`src/rtl/mux_scan_pkg.sv`:
```
// Shared state encodings and constants for the two-digit mux scan controller.
package mux_scan_pkg;

    typedef enum logic [1:0] {
        ST_DIG0   = 2'd0,
        ST_BLANK0 = 2'd1,
        ST_DIG1   = 2'd2,
        ST_BLANK1 = 2'd3
    } scan_state_e;

    localparam logic [1:0] DIG_EN_0   = 2'b01;
    localparam logic [1:0] DIG_EN_1   = 2'b10;
    localparam logic [1:0] DIG_EN_OFF = 2'b00;

    localparam int PRESCALE_DEF  = 50000;
    localparam int BLANK_CYC_DEF = 4;

endpackage

```
`src/rtl/scan_prescaler.sv`:
```
// Digit-slot prescaler: counts 0..PRESCALE-1 while enabled, pulses o_tick at terminal count.
module scan_prescaler #(
    parameter int PRESCALE = 4
) (
    input  logic i_clk,
    input  logic i_rst,
    input  logic i_en,
    input  logic i_clr,
    output logic o_tick
);

    localparam int CW = (PRESCALE > 1) ? $clog2(PRESCALE) : 1;
    localparam logic [CW-1:0] TC = CW'(PRESCALE - 1);

    logic [CW-1:0] cnt_r;

    assign o_tick = i_en & ~i_clr & (cnt_r == TC);

    // Slot counter; clear holds it at zero so a slot restarts cleanly after blanking
    always_ff @(posedge i_clk) begin
        if (i_rst) begin
            cnt_r <= {CW{1'b0}};
        end else if (i_clr) begin
            cnt_r <= {CW{1'b0}};
        end else if (i_en) begin
            if (cnt_r == TC) begin
                cnt_r <= {CW{1'b0}};
            end else begin
                cnt_r <= cnt_r + CW'(1'b1);
            end
        end else begin
            cnt_r <= cnt_r;
        end
    end

endmodule

```
`src/rtl/mux_scan_ctrl.sv`:
```
// Two-digit scan controller: prescaled digit select plus frame-aligned nibble commit.
// Optional blanking slots between digits are enabled with MUX_SCAN_BLANK_EN.
module mux_scan_ctrl
    import mux_scan_pkg::*;
#(
    parameter int PRESCALE  = PRESCALE_DEF,
    parameter int BLANK_CYC = BLANK_CYC_DEF
) (
    input  logic       i_clk,
    input  logic       i_rst,
    input  logic       i_en,
    input  logic       i_valid,
    input  logic [7:0] i_data,
    output logic       o_ready,
    output logic       o_s,
    output logic [3:0] o_w0,
    output logic [3:0] o_w1,
    output logic [1:0] o_dig_en,
    output logic       o_frame
);

    scan_state_e state_r, state_nxt_s;
    logic        tick_s, clr_s, frame_s, accept_s, commit_s, s_nxt_s;
    logic [1:0]  dig_en_nxt_s;
    logic        s_r, frame_r, ready_r, pending_r;
    logic [1:0]  dig_en_r;
    logic [3:0]  w0_r, w1_r;
    logic [7:0]  pend_data_r;

    scan_prescaler #(.PRESCALE(PRESCALE)) u_prescaler (
        .i_clk  (i_clk),
        .i_rst  (i_rst),
        .i_en   (i_en),
        .i_clr  (clr_s),
        .o_tick (tick_s)
    );

`ifdef MUX_SCAN_BLANK_EN
    localparam int BW = $clog2(BLANK_CYC + 1);
    localparam logic [BW-1:0] BTC = BW'(BLANK_CYC - 1);

    logic [BW-1:0] blank_cnt_r, blank_cnt_nxt_s;
    logic          blank_done_s;

    assign clr_s        = (state_r == ST_BLANK0) || (state_r == ST_BLANK1);
    assign blank_done_s = i_en & clr_s & (blank_cnt_r == BTC);

    // Scan sequencing with blank slots; the frame boundary is BLANK1 -> DIG0
    always_comb begin
        state_nxt_s     = state_r;
        frame_s         = 1'b0;
        blank_cnt_nxt_s = blank_cnt_r;
        case (state_r)
            ST_DIG0: begin
                blank_cnt_nxt_s = {BW{1'b0}};
                if (tick_s) state_nxt_s = ST_BLANK0;
                else        state_nxt_s = ST_DIG0;
            end
            ST_BLANK0: begin
                if (blank_done_s) begin
                    state_nxt_s     = ST_DIG1;
                    blank_cnt_nxt_s = {BW{1'b0}};
                end else if (i_en) begin
                    blank_cnt_nxt_s = blank_cnt_r + BW'(1'b1);
                end else begin
                    blank_cnt_nxt_s = blank_cnt_r;
                end
            end
            ST_DIG1: begin
                blank_cnt_nxt_s = {BW{1'b0}};
                if (tick_s) state_nxt_s = ST_BLANK1;
                else        state_nxt_s = ST_DIG1;
            end
            ST_BLANK1: begin
                if (blank_done_s) begin
                    state_nxt_s     = ST_DIG0;
                    frame_s         = 1'b1;
                    blank_cnt_nxt_s = {BW{1'b0}};
                end else if (i_en) begin
                    blank_cnt_nxt_s = blank_cnt_r + BW'(1'b1);
                end else begin
                    blank_cnt_nxt_s = blank_cnt_r;
                end
            end
            default: begin
                state_nxt_s     = ST_DIG0;
                blank_cnt_nxt_s = {BW{1'b0}};
            end
        endcase
    end

    // Blank-slot dwell counter
    always_ff @(posedge i_clk) begin
        if (i_rst) blank_cnt_r <= {BW{1'b0}};
        else       blank_cnt_r <= blank_cnt_nxt_s;
    end
`else
    logic unused_blank_s;

    assign clr_s          = 1'b0;
    assign unused_blank_s = (BLANK_CYC > 0);

    // Plain two-slot scan; the frame boundary is DIG1 -> DIG0
    always_comb begin
        state_nxt_s = state_r;
        frame_s     = 1'b0;
        case (state_r)
            ST_DIG0: begin
                if (tick_s) state_nxt_s = ST_DIG1;
                else        state_nxt_s = ST_DIG0;
            end
            ST_DIG1: begin
                if (tick_s) begin
                    state_nxt_s = ST_DIG0;
                    frame_s     = 1'b1;
                end else begin
                    state_nxt_s = ST_DIG1;
                end
            end
            default: state_nxt_s = ST_DIG0;
        endcase
    end
`endif

    // Output decode from the next state so registered outputs line up with the state
    always_comb begin
        dig_en_nxt_s = DIG_EN_OFF;
        s_nxt_s      = s_r;
        case (state_nxt_s)
            ST_DIG0: begin
                dig_en_nxt_s = DIG_EN_0;
                s_nxt_s      = 1'b0;
            end
            ST_DIG1: begin
                dig_en_nxt_s = DIG_EN_1;
                s_nxt_s      = 1'b1;
            end
            default: begin
                dig_en_nxt_s = DIG_EN_OFF;
                s_nxt_s      = s_r;
            end
        endcase
    end

    assign accept_s = i_valid & ready_r;
    assign commit_s = frame_s & pending_r;

    // State and scan outputs
    always_ff @(posedge i_clk) begin
        if (i_rst) begin
            state_r  <= ST_DIG0;
            s_r      <= 1'b0;
            dig_en_r <= DIG_EN_0;
            frame_r  <= 1'b0;
        end else begin
            state_r  <= state_nxt_s;
            s_r      <= s_nxt_s;
            dig_en_r <= dig_en_nxt_s;
            frame_r  <= frame_s;
        end
    end

    // Handshake and commit; ready is low exactly while a pair is pending, so both never coincide
    always_ff @(posedge i_clk) begin
        if (i_rst) begin
            w0_r        <= 4'h0;
            w1_r        <= 4'h0;
            pend_data_r <= 8'h00;
            pending_r   <= 1'b0;
            ready_r     <= 1'b1;
        end else if (commit_s) begin
            w0_r      <= pend_data_r[3:0];
            w1_r      <= pend_data_r[7:4];
            pending_r <= 1'b0;
            ready_r   <= 1'b1;
        end else if (accept_s) begin
            pend_data_r <= i_data;
            pending_r   <= 1'b1;
            ready_r     <= 1'b0;
        end else begin
            pending_r <= pending_r;
            ready_r   <= ready_r;
        end
    end

    assign o_ready  = ready_r;
    assign o_s      = s_r;
    assign o_w0     = w0_r;
    assign o_w1     = w1_r;
    assign o_dig_en = dig_en_r;
    assign o_frame  = frame_r;

endmodule

```
`config.mk`:
```
export PLATFORM = sky130hd
export DESIGN_NAME = mux_scan_ctrl
export DESIGN_NICKNAME = d
export VERILOG_FILES = /design/src/rtl/mux_scan_pkg.sv /design/src/rtl/scan_prescaler.sv /design/src/rtl/mux_scan_ctrl.sv
export SDC_FILE = /design/constraint.sdc
export NUM_CORES = 1
export LEC_CHECK = 0
export ABC_AREA = 1
export CORE_ASPECT_RATIO = 0.7
export CORE_UTILIZATION = 50
export CTS_CLUSTER_DIAMETER = 200
export DETAILED_ROUTE_END_ITERATION = 10
export PLACE_DENSITY_LB_ADDON = 0.08
export SLEW_MARGIN = 5
export SYNTH_ARGS = -nofsm -noshare
export SYNTH_HDL_FRONTEND = slang
export SYNTH_HIERARCHICAL = 1
export SYNTH_SLANG_ARGS = --single-unit
```
`constraint.sdc`:
```
create_clock -name i_clk -period 4.15 [get_ports i_clk]
set_input_delay 0.415 -clock i_clk [delete_from_list [all_inputs] [get_ports i_clk]]
set_output_delay 0.415 -clock i_clk [all_outputs]
set_load 0.005 [all_outputs]
```
Word level (Yosys, flattened, before mapping)
Index checks and enable logic that the tools add are counted.

$add $sub $neg: 1. Eq/ne operators: 3. Muxes and demuxes: 8. Bitwise operators: 4. Reductions and logical operators: 5.

Operator list (count): adder 16 x 1 -> 16 bit (second input constant) (1); == test 16 bit (second input constant) (1); 2-to-1 mux 16 bit (1); one-hot mux 2 bit (2 select lines) (2); == test 2 bit (second input constant) (2); logical NOT 2 bit (2); 2-to-1 mux 2 bit (2); bitwise AND 1 bit (3); 2-to-1 mux 1 bit (2); one-hot mux 1 bit (2 select lines) (1); AND reduction 2 bit (1); nonzero test 2 bit (1); OR reduction 2 bit (1); inverter 1 bit (1).

Register bits: 40. Bits of input ports: 12. Output and inout port bits: 13. Logic and storage cells: 31.

Longest topological paths before layout
Gate-level depths: netlist of the first run.

Word-level depth: 7. Mapped depth: 13. Depth with buffers taken out: 12.

Hierarchy
The synthesis of the first run kept the hierarchy.

By module, submodules not included: scan_prescaler (instances 1, cells each 134, area an instance 908.4 sq um); mux_scan_ctrl (instances 1, cells each 105, area an instance 810.8 sq um).

Worst setup path after synthesis of the first run
Ideal clock, no wire load.

Kind: reg-to-reg. Start point: register u_prescaler.cnt_r[0]. End point: register pend_data_r[2]. Setup time: 0.115 ns. Arrival: 1.531 ns. Data required time: 4.035 ns. Setup slack: 2.504 ns. Stages on the path, launching flop included: 13. Buffers on the path: 1. Period minus slack after synthesis: 1.646 ns. Cells stage by stage: dfxtp_1 > ha_1 > nand2_1 > nor2_1 > nand2_1 > inv_1 > nand2_1 > nor2_1 > ha_1 > nand2_2 > buf_6 > a21oi_1 > nor2_1.

Word-level cells in the longest chain between the ends: 7.

Ends and longest elaborated chain: start: declaration (RTL line scan_prescaler.sv:15) `logic [CW-1:0] cnt_r;`; start signal: assignment (RTL line scan_prescaler.sv:22) `cnt_r <= {CW{1'b0}};`; start signal: assignment (RTL line scan_prescaler.sv:24) `cnt_r <= {CW{1'b0}};`; start signal: assignment (RTL line scan_prescaler.sv:27) `cnt_r <= {CW{1'b0}};`; == test 16 bit (RTL line scan_prescaler.sv:17) `assign o_tick = i_en & ~i_clr & (cnt_r == TC);`; bitwise AND 1 bit (RTL line scan_prescaler.sv:17); net tick_s (RTL line mux_scan_ctrl.sv:23) `logic tick_s, clr_s, frame_s, accept_s, commit_s, s_nxt_s;`; 2-to-1 mux 1 bit (RTL line mux_scan_ctrl.sv:113) `if (tick_s) begin`; 2-to-1 mux 1 bit (RTL line mux_scan_ctrl.sv:107) `case (state_r)`; net frame_s (RTL line mux_scan_ctrl.sv:23); bitwise AND 1 bit (RTL line mux_scan_ctrl.sv:146) `assign commit_s = frame_s & pending_r;`; inverter 1 bit (no source line); AND reduction 2 bit (no source line); end signal: assignment (RTL line mux_scan_ctrl.sv:177) `pend_data_r <= i_data;`; end: declaration (RTL line mux_scan_ctrl.sv:28) `logic [7:0] pend_data_r;`.

The timed path passes the listed nets, and every way through them passes these cells. A chain may end at the register's enable or synchronous reset.

Final worst setup path of the first run
Start point: input i_en. End point: register pending_r.

Word-level cells in the longest chain between the ends: 5.

Ends and longest elaborated chain: start: declaration (RTL line mux_scan_ctrl.sv:11) `input logic i_en,`; bitwise AND 1 bit (RTL line scan_prescaler.sv:17); net tick_s (RTL line mux_scan_ctrl.sv:23); 2-to-1 mux 1 bit (RTL line mux_scan_ctrl.sv:113); 2-to-1 mux 1 bit (RTL line mux_scan_ctrl.sv:107); net frame_s (RTL line mux_scan_ctrl.sv:23); bitwise AND 1 bit (RTL line mux_scan_ctrl.sv:146); OR reduction 2 bit (no source line); end signal: assignment (RTL line mux_scan_ctrl.sv:181) `pending_r <= pending_r;`; end: declaration (RTL line mux_scan_ctrl.sv:25) `logic s_r, frame_r, ready_r, pending_r;`.

The timed path passes the listed nets, and every way through them passes these cells.

==> results of run 1 <==
-- Yosys cell counts, drive strengths merged --
master  number  area, sq um
inv         30        112.6
nor2        61        264.0
mux2i        1        10.01
o21a         1        7.510
conb         1        3.750
xnor2        2        17.52
a21oi       11        55.05
dfxtp       37        740.7
nand4        2        12.51
buf          6        56.30
nand3       17        105.1
xor2         4        35.03
or2          1        6.260
o21ai       10        50.05
o21bai       1        11.26
nand2       51        201.4
nor3         1        5.000
ha           2        25.02
-- power by group --
group / internal [mW] / switching, mW / total, mW
clock network: 0.150 / 0.124 / 0.274
registers: 0.364 / 0.00451 / 0.368
logic: 0.0212 / 0.0227 / 0.0439
-- per-stage QoR --
| step | hold WS [ns] | worst slack, ns | cell area (sq um) | std cells | power, mW |
|---|---|---|---|---|---|
| 6_report | 0.4748 | 1.933 | 2067 | 313 | 0.6866 |
| 5_1_grt | 0.5029 | 1.721 | 2067 | 313 | 0.7170 |
| 4_1_cts | 0.4734 | 1.942 | 2067 | 313 | 0.6983 |
| 3_5_place_dp | 0.4595 | 1.633 | 1966 | 305 | 0.4201 |
| 3_3_place_gp | 0.4595 | 1.686 | 1966 | 305 | 0.4196 |
| 2_1_floorplan | 0.4463 | 2.504 | 1723 | 240 | 0.4048 |
-- path summary, 6_finish.rpt --
check / endpoint / cells after the start
setup / recovery: pending_r / 12
hold / removal: pend_data_r[7] / 2
setup reg to reg: pending_r / 12
hold reg to reg: pend_data_r[7] / 2
-- sequential cells by signal (all words and copies together) (netlist names) --
signal,count
pend_data_r,8
o_w0,4
u_prescaler/cnt_r,16
pending_r,1
o_frame,1
o_ready,1
o_w1,4
o_dig_en,2
-- logic make-up after synthesis --
kind of cell	Yosys count	synth area share
compound gates	23	0.07205
other cells	1	0.002181
flops	37	0.4309
mux	1	0.005823
simple gates	133	0.3457
xor+xnor	6	0.03057
fa+ha+maj	2	0.01455
buf+inv	36	0.09825
-- critical path: cells and delay by family --
| kind | cells | cell delay (ns) |
|---|---|---|
| adder cells (fa/ha/maj) | 1 | 0.18 |
| buffers and inverters | 3 | 0.93 |
| AND/OR/NAND/NOR | 7 | 0.76 |
| AO/OA/AOI/OAI | 1 | 0.10 |
-- area by class of cell --
cell class / instances / area, sq um / share of cell area
clock buffer: 7 / 96.34 / 0.04661
sequential: 37 / 740.7 / 0.3584
multi-input combinational: 167 / 813.3 / 0.3935
timing repair buffer: 24 / 240.2 / 0.1162
inverter: 30 / 112.6 / 0.05448
clock inverter: 1 / 5.005 / 0.002421
tap: 47 / 58.81 / 0.02845
-- routing by layer --
layer / wire length [microns] / part of all wire / vias up
li1: - / - / 784
met1: 1835 / 0.57 / 621
met2: 1162 / 0.36 / 33
met3: 147 / 0.046 / 7
met4: 53 / 0.017 / 0
met5: 0 / 0 / -
==> summary.md, run 1 <==
| Metric | Value |
|---|---|
| P_leak | 0.8467 nW |
| DP HPWL | 2244 microns |
| Arr. time, crit path | 2.41 ns |
| Die area | 3681 sq um |
| Busiest grt layer | met1 |
| I/O pins | 25 |
| Initial antenna violation count | 0 |
| Routability-driven placement congestion ratio | 0.8276 |
| Final WL | 3199 microns |
| Post-synth design cell area | 1719 sq um |
| Worst-path clk slew | 0.07 ns |
| RSZ-0062 raised after global routing | no |
| Worst EP required | 4.34 ns |
| Finished Core Util | 0.6436 |
| Drt pass-1 iters | 4 |
| Hold Crit Start | pend_data_r[7] |
| Post-CTS resize count | 0 |
| Critical-path cell list | clkdlybuf4s50_1, nand2_1, nor2_1, nand2_1, inv_1, nand2_1, nor2_1, ha_1, nand2_2, inv_2, nor2_1, o21a_1 |
| DR vias/cell | 4.617 |
| Final setup viols | 0 |
| DRT iter0 DRCs | 64 |
| Fillers | 296 |
| Routed len/inst | 10.22 microns |
| Status | finished clean |
| Met3 Use GR | 0.06509 |
| CTS Sinks | 37 |
| Detail Route Antenna Nets | 0 |
| Final Hold Viols | 0 |
| Die width | 72.09 microns |
| Synth Register Bits | 37 |
| Starting Density | 0.5353 |
| CP startpoint | i_en |
| WS Path Type | primary input to flip-flop |
| F_max | 451.1 MHz |
| Post-CTS Repair Setup Buffers | 0 |
| Largest net degree at the start of global routing | 26 |
| Core Area | 3212 sq um |
| Max clock buf depth | 2 |
| MaxCap Viol Count | 0 |
| Slew Limit Fails | 0 |
| CP max FO | 25 |
| H-Tree Depth | 2 |
| Unique masters post-synth | 24 |
| Area delta synth->final | 20.23% |
| Syn_area_per_cell | 7.193 sq um |
| First-pass GRT wire length | 5485 microns |
| Reg2reg setup slack | 2.08 ns |
| Synthesized instance count | 239 |
| Power Density | 332.2 nW/um^2 |
| Nets | 279 |
| Met1 usage | 0.2927 |
| Die Y | 51.06 microns |
| Layout cells sized above 1 | 0.1090 |
| Port-buffer cells | 24 |
| Type of the tightest min-delay check | flip-flop to flip-flop |
| Ys Warns | 6 |
| Skew final | 0.005277 ns |
| CTS tree | built |
| Critical Path Source Type | primary input |
| Global routing usage on met2 | 0.2555 |
| Final Cycle Share | 0.5341 |
| Vias | 1445 |
| Hold Buf Count CTS | 0 |
| Num rows | 17 |
| Most common cell after layout, fill and taps aside | nor2_1 |
| Vias in the first global route | 1221 |
| CP peak stage delay | 0.63 ns |
| CTS root buf | clkbuf_8 |
| Drc violations | 0 |
| GR Overflow Total | 0 |
| Antenna cells | 0 |
| Worst Setup End Kind | flip-flop |
| Worst-Skew Late Latency | 0.29 ns |
| Setup TNS | 0 ns |
| Most frequent cells in the layout | nor2_1 (55), nand2_1 (47), dfxtp_1 (37), inv_1 (25), clkdlybuf4s50_1 (24) |
| CTS buffer count | 5 |
| Post-route minimum period | 2.217 ns |
| Gr usage total | 0.1997 |
| Worst vdd ir | 0.1964 mV |
| Worst r2r src | u_prescaler/cnt_r[0] |
| Seq/Total Area, Yosys | 0.4309 |
| Worst path slowest cell | clkdlybuf4s50_1 |
Power figures use the tool's default switching activity.
==> run 2: changes to the inputs <==
Clock period 4.15 ns to 2.2 ns, I/O delays scaled along.
==> summary.md, run 2 (synthesized netlist as in run 1, its figures left out) <==
| Metric | Value |
|---|---|
| Worst vdd ir | 0.4099 mV (+110%) |
| Post-route minimum period | 1.928 ns |
| Routability-driven placement congestion ratio | 0.7922 (-4.3%) |
| Largest net degree at the start of global routing | 18 (-31%) |
| GR Overflow Total | 0 (unchanged) |
| Place WS | 0.1804 ns (-1.453 ns) |
| Reg2reg setup slack | 0.27 ns (-1.81 ns) |
| Critical-path cell list | ha_1, nand2_1, nor2_1, nand2_1, inv_1, nand2_1, nor2_1, ha_1, nand2_2, buf_4, a21oi_1, nor2_1 |
| MaxCap Viol Count | 0 (unchanged) |
| Largest reg by FF count | u_prescaler/cnt_r |
| Cells on worst reg2reg path | 12 (unchanged) |
| Initial antenna violation count | 0 (unchanged) |
| I/O pins | 25 (unchanged) |
| P_leak | 0.8409 nW (-0.68%) |
| Worst Hold Depth | 2 (unchanged) |
| WL met3 | 131 microns (-11%) |
| RSZ-0062 raised after global routing | no |
| Largest regs | u_prescaler/cnt_r x16, pend_data_r x8 |
| Post-CTS resize count | 0 (unchanged) |
| Core Area | 3212 sq um (unchanged) |
| Die area | 3681 sq um (unchanged) |
| Routed len/inst | 9.908 microns (-3.1%) |
| Vias in the first global route | 1220 (-0.082%) |
| Post-CTS Repair Setup Buffers | 0 (unchanged) |
| Hold Path End | pend_data_r[3] |
| DP HPWL | 2344 microns (+4.4%) |
| Detail Route Antenna Nets | 0 (unchanged) |
| Drc violations | 0 (unchanged) |
| DRT iter0 DRCs | 68 (+6.3%) |
| DR vias/cell | 4.603 (-0.29%) |
| CTS Sinks | 37 (unchanged) |
| H-Tree Depth | 2 (unchanged) |
| Setup TNS | 0 ns (unchanged) |
| F_max | 518.6 MHz |
| CP max FO | 15 (-40%) |
| Sequential cell area | 740.7 sq um (unchanged) |
| Worst EP required | 2.38 ns (-1.96 ns) |
| Starting Density | 0.5353 (unchanged) |
| Most frequent cells in the layout | nor2_1 (55), nand2_1 (47), dfxtp_1 (37), inv_1 (25), clkdlybuf4s50_1 (24) |
| Setup WS post-layout | 0.2716 ns (-1.662 ns) |
| Layout cells sized above 1 | 0.1045 (-0.004545) |
| CTS buffer count | 5 (unchanged) |
| Antenna cells | 0 (unchanged) |
| Final WL | 3121 microns (-2.4%) |
| Gr usage total | 0.1996 (about the same) |
| Reg-to-reg endpoint | pend_data_r[4] |
| Final setup viols | 0 (unchanged) |
| Status | finished clean |
| CTS tree | built |
| Port-buffer cells | 24 (unchanged) |
| Vias | 1450 (+0.35%) |
| Area delta synth->final | 19.87% |
| Skew final | 0.004530 ns (-0.0007477 ns) |
| Worst-Skew Late Latency | 0.29 ns (about the same) |
| Worst-path clk slew | 0.07 ns (about the same) |
| WS Path Type | flip-flop to flip-flop |
| First-pass GRT wire length | 5533 microns (+0.88%) |
| Critical Path Source Type | flip-flop |
| Hold Buf Count CTS | 0 (unchanged) |
| Type of the tightest min-delay check | flip-flop to flip-flop |
| Nets | 281 (+0.72%) |
| Slew Limit Fails | 0 (unchanged) |
| Met1 WL | 1821 microns (-0.76%) |
| Highest routed layer | met4 |
| Hold Crit Start | pend_data_r[3] |
| Power Density | 592.9 nW/um^2 (+78%) |
| Num rows | 17 (unchanged) |
| Most common cell after layout, fill and taps aside | nor2_1 |
| Max clock buf depth | 2 (unchanged) |
| Max reg flops | 16 (unchanged) |
| Final Hold Viols | 0 (unchanged) |
| Worst path slowest cell | dfxtp_1 |
| Die Y | 51.06 microns (unchanged) |
| CP peak stage delay | 0.37 ns (-0.26 ns) |
| CTS root buf | clkbuf_8 |
| Final Cycle Share | 0.8765 |
| Worst r2r src | u_prescaler/cnt_r[0] |
| CP startpoint | u_prescaler/cnt_r[0] |
| Fillers | 327 (+10%) |
| Drt pass-1 iters | 4 (unchanged) |
| Die width | 72.09 microns (unchanged) |
| Arr. time, crit path | 2.11 ns (-0.30 ns) |
| Met2 wire length | 1095 microns (-5.8%) |
| Footprint of the multi-input gates | 813.3 sq um (unchanged) |
| Worst Setup End Kind | flip-flop |
==> run 2: metrics by stage <==
stage / instances / total power [mW] / hold slack [ns] / instance area (sq um) / utilization
after floorplan: 240 / 0.7636 / 0.2914 / 1723 / -
after global placement: 307 / 0.7933 / 0.4568 / 1981 / 0.6167
after detailed placement: 307 / 0.7945 / 0.4626 / 1981 / 0.6167
after CTS: 315 / 1.241 / 0.4749 / 2061 / 0.6416
after global routing: 315 / 1.283 / 0.4969 / 2061 / 0.6416
final: 315 / 1.222 / 0.4737 / 2061 / 0.6416
==> run 2: layout make-up <==
class                           count  share of cell area
Timing Repair Buffer               26              0.1239
Clock buffer                        8             0.03886
Inverter                           30             0.05464
Tap cell                           47             0.02854
Sequential cell                    37              0.3594
Multi-Input combinational cell    167              0.3947
==> run 2: report_power, final <==
group          leakage, nW  switching (mW)  total (mW)  internal (mW)
sequential           0.301         0.00869       0.695          0.686
clock               0.0395           0.218       0.443          0.225
combinational        0.501          0.0430      0.0840         0.0410
total                0.841           0.270        1.22          0.952
==> run 2: worst max-delay path by stage <==
stage / endpoint / slack [ns] / depth (start not counted)
2_1_floorplan: pend_data_r[2] / 0.55 / 12
3_3_place_gp: pend_data_r[3] / 0.23 / 12
3_5_place_dp: pend_data_r[4] / 0.18 / 12
4_1_cts: pend_data_r[4] / 0.27 / 12
5_1_grt: pend_data_r[3] / 0.04 / 12
6_report: pend_data_r[4] / 0.27 / 12
==> run 2: per-layer routing <==
layer,vias to the layer above,global-route usage
met5,-,0
li1,786,-
met4,0,0.09804
met3,8,0.05325
met1,627,0.3097
met2,29,0.2430
==> run 2: worst max-delay path, delay by kind of cell (launching register included) <==
family	cells	cell delay, ns
adder cells (fa/ha/maj)	2	0.43
AO/OA/AOI/OAI	1	0.16
AND/OR/NAND/NOR	7	0.61
flip-flops	1	0.37
buffers and inverters	2	0.27
==> run 3: changes to the inputs <==
Settings changed: ABC_AREA 1 to not set.
==> summary.md, run 3 <==
| Metric | Value |
|---|---|
| Status | finished with violations |
| Violated checks | negative setup slack |
| Nets | 227 (-19%) |
| Largest net degree at the start of global routing | 22 (+4) |
| Async SR Flop Fraction | 0 (unchanged) |
| Arr. time, crit path | 2.45 ns (+0.34 ns) |
| Synth Register Bits | 37 (unchanged) |
| Drc violations | 0 (unchanged) |
| EDFF count, synth | 0 (unchanged) |
| Count leader, synth | dfxtp_1 |
| Synth area leader | dfxtp_1 |
| CP peak stage delay | 0.58 ns (+0.21 ns) |
| Power Density | 602.9 nW/um^2 (+1.7%) |
| I/O pins | 25 (unchanged) |
| Drt pass-1 iters | 4 (unchanged) |
| CTS tree | built |
| Max reg flops | 16 (unchanged) |
| Synthesized instance count | 175 (-27%) |
| DP HPWL | 2310 microns (-1.4%) |
| Syn_area_per_cell | 9.052 sq um (+26%) |
| Finished Core Util | 0.6978 (+0.05624) |
| Largest reg by FF count | u_prescaler/cnt_r |
| Final setup viols | 6 (+6) |
| F_max | 447.8 MHz (-14%) |
| RSZ-0062 raised after global routing | yes |
| CP max FO | 8 (-7) |
| Final Cycle Share | 1.015 (+0.1385) |
| Synth Flop Type | dfxtp_1 |
| Most frequent cells in the layout | dfxtp_1 (34), clkdlybuf4s50_1 (24), nor2_1 (20), nand2_1 (18), buf_4 (15) |
| Global routing usage on met2 | 0.3269 (+0.08387) |
| Worst path slowest cell | or4_4 |
| Unique masters post-synth | 31 (+29%) |
| Place WS | -0.1285 ns (-0.3088 ns) |
| Worst Hold Depth | 2 (unchanged) |
| Largest regs | u_prescaler/cnt_r x16, pend_data_r x8 |
| Vias | 1342 (-7.4%) |
| Hold Crit Start | pend_data_r[6] |
| Routability-driven placement congestion ratio | 0.8767 (+11%) |
| Num rows | 16 (-1) |
| Reg2reg setup slack | -0.03 ns (-0.30 ns) |
| Type of the tightest min-delay check | flip-flop to flip-flop |
| Post-synth design cell area | 1584 sq um (-7.9%) |
| Skew final | 0.003494 ns (-0.001036 ns) |
| Layout cells sized above 1 | 0.2009 (+0.09646) |
| Slew Limit Fails | 0 (unchanged) |
| Worst EP required | 2.42 ns (+0.04 ns) |
| Setup WS post-layout | -0.03306 ns (-0.3047 ns) |
| First-pass GRT wire length | 5761 microns (+4.1%) |
| DR vias/cell | 5.368 (+17%) |
| WS Path Type | flip-flop to flip-flop |
| MaxCap Viol Count | 0 (unchanged) |
| CTS buffer count | 5 (unchanged) |
| Met1 usage | 0.2935 (-0.01616) |
| Synth top cells by count | dfxtp_1 (37), nand2_1 (21), nor2_1 (21) |
| Most common cell after layout, fill and taps aside | dfxtp_1 |
| Ys Warns | 6 (unchanged) |
| Die area | 3401 sq um (-7.6%) |
| Antenna cells | 0 (unchanged) |
| Port-buffer cells | 24 (unchanged) |
| Worst-Skew Late Latency | 0.29 ns (about the same) |
| Synth top area share | 0.4676 (+0.03676) |
| Detail Route Antenna Nets | 0 (unchanged) |
| Busiest grt layer | met2 |
| DRT iter0 DRCs | 85 (+25%) |
| Routed len/inst | 13.72 microns (+38%) |
| GR Overflow Total | 0 (unchanged) |
| Worst r2r src | u_prescaler/cnt_r[11] |
| Max clock buf depth | 2 (unchanged) |
| Area contributors post-synth | dfxtp_1 (47%), xnor2_1 (6.6%), nand4_1 (5.5%), nand2_1 (5.0%), nor2_1 (5.0%) |
| Die Y | 49.09 microns (-3.9%) |
| Top Family by Delay on Critical Path | simple AND/OR/NAND/NOR gates |
| CTS root buf | clkbuf_8 |
| Post-route minimum period | 2.233 ns (+0.3047 ns) |
| Starting Density | 0.5457 (+0.01043) |
| Cells on worst reg2reg path | 7 (-5) |
| Worst Path Buf+Inv | 0 (-2) |
| H-Tree Depth | 2 (unchanged) |
| Critical Path Source Type | flip-flop |
| Core Area | 2903 sq um (-9.6%) |
| P_leak | 0.6868 nW (-18%) |
| Hold Path End | o_w1[2] |
| Worst-path clk slew | 0.07 ns (about the same) |
| Worst Setup End Kind | flip-flop |
| Worst vdd ir | 0.6142 mV (+50%) |
| Vias in the first global route | 1234 (+1.1%) |
| Met3 Use GR | 0.06612 (+0.01286) |
| Final Hold Viols | 0 (unchanged) |
| CTS Sinks | 37 (unchanged) |
| Area delta synth->final | 27.88% |
| Seq/Total Area, Yosys | 0.4676 (+0.03676) |
| Gr usage total | 0.2189 (+0.01936) |
| Initial antenna violation count | 0 (unchanged) |
| Critical-path cell list | or4b_4, or4_4, nor2_4, ha_4, and2_4, o21ai_1, a21oi_1 |
| Die width | 69.28 microns (-3.9%) |
| Reg-to-reg endpoint | pend_data_r[4] |
| Final WL | 3429 microns (+9.9%) |
## run 3: metrics by stage
step / instances / total power [mW] / setup TNS, ns / hold slack, ns / instance area [sq um]
after floorplan: 176 / 0.7495 / 0 / 0.3031 / 1590
after global placement: 240 / 0.7760 / -0.6507 / 0.4366 / 1892
after detailed placement: 240 / 0.7794 / -1.351 / 0.4455 / 1892
after CTS: 250 / 1.233 / -0.0008256 / 0.4548 / 2011
after global routing: 250 / 1.264 / -0.7258 / 0.4719 / 2026
final: 250 / 1.221 / -0.1110 / 0.4558 / 2026
## run 3: repair_timing
action                                  CTS  global route
endpoints found under the setup margin   16            16
gates cloned                              1             0
buffers inserted                          1             0
hold buffers                              0             0
resized for setup                         6            10
pin swaps                                 4            11
hold endpoints to repair                  0             0
## run 3: layer usage
layer  up-vias  wire, microns
met4         0             51
met5         -              0
met2        39           1492
li1        671              -
met1       627           1683
met3         5            202
## run 3: logic make-up after synthesis
kind of cell	synth area share
AO/OA/AOI/OAI	0.09321
multiplexers	0.01343
XOR/XNOR	0.08294
flip-flops	0.4676
AND/OR/NAND/NOR	0.2591
other	0.002367
buffers and inverters	0.06555
adder cells (fa/ha/maj)	0.01580
## run 3: worst max-delay path by stage
stage / slack, ns / depth (start not counted) / from / to
after floorplan: 0.42 / 5 / u_prescaler/cnt_r[11] / u_prescaler/cnt_r[14]
after global placement: -0.08 / 8 / i_en / pend_data_r[5]
after detailed placement: -0.13 / 8 / i_en / pend_data_r[4]
after CTS: -0.0008 / 7 / u_prescaler/cnt_r[7] / pend_data_r[4]
after global routing: -0.07 / 7 / u_prescaler/cnt_r[11] / pend_data_r[6]
final: -0.03 / 7 / u_prescaler/cnt_r[11] / pend_data_r[4]
## run 3: worst min-delay path: stages (launching register included)
cell	delay (ns)
dfxtp_1	0.31
nand2_1	0.05
a21oi_1	0.05
## run 3: layout make-up
class,instances,area (sq um)
Clock buffer,8,80.08
Fill cell,220,877.1
Inverter,4,15.01
Multi-Input combinational cell,126,788.3
Sequential cell,37,744.5
Tap cell,36,45.04
Timing Repair Buffer,39,352.8
## run 3: where the power goes
part	total (mW)	internal, mW	switching, mW
logic	0.0753	0.0384	0.0368
registers	0.694	0.682	0.0126
clock network	0.452	0.225	0.227
total	1.22	0.945	0.276
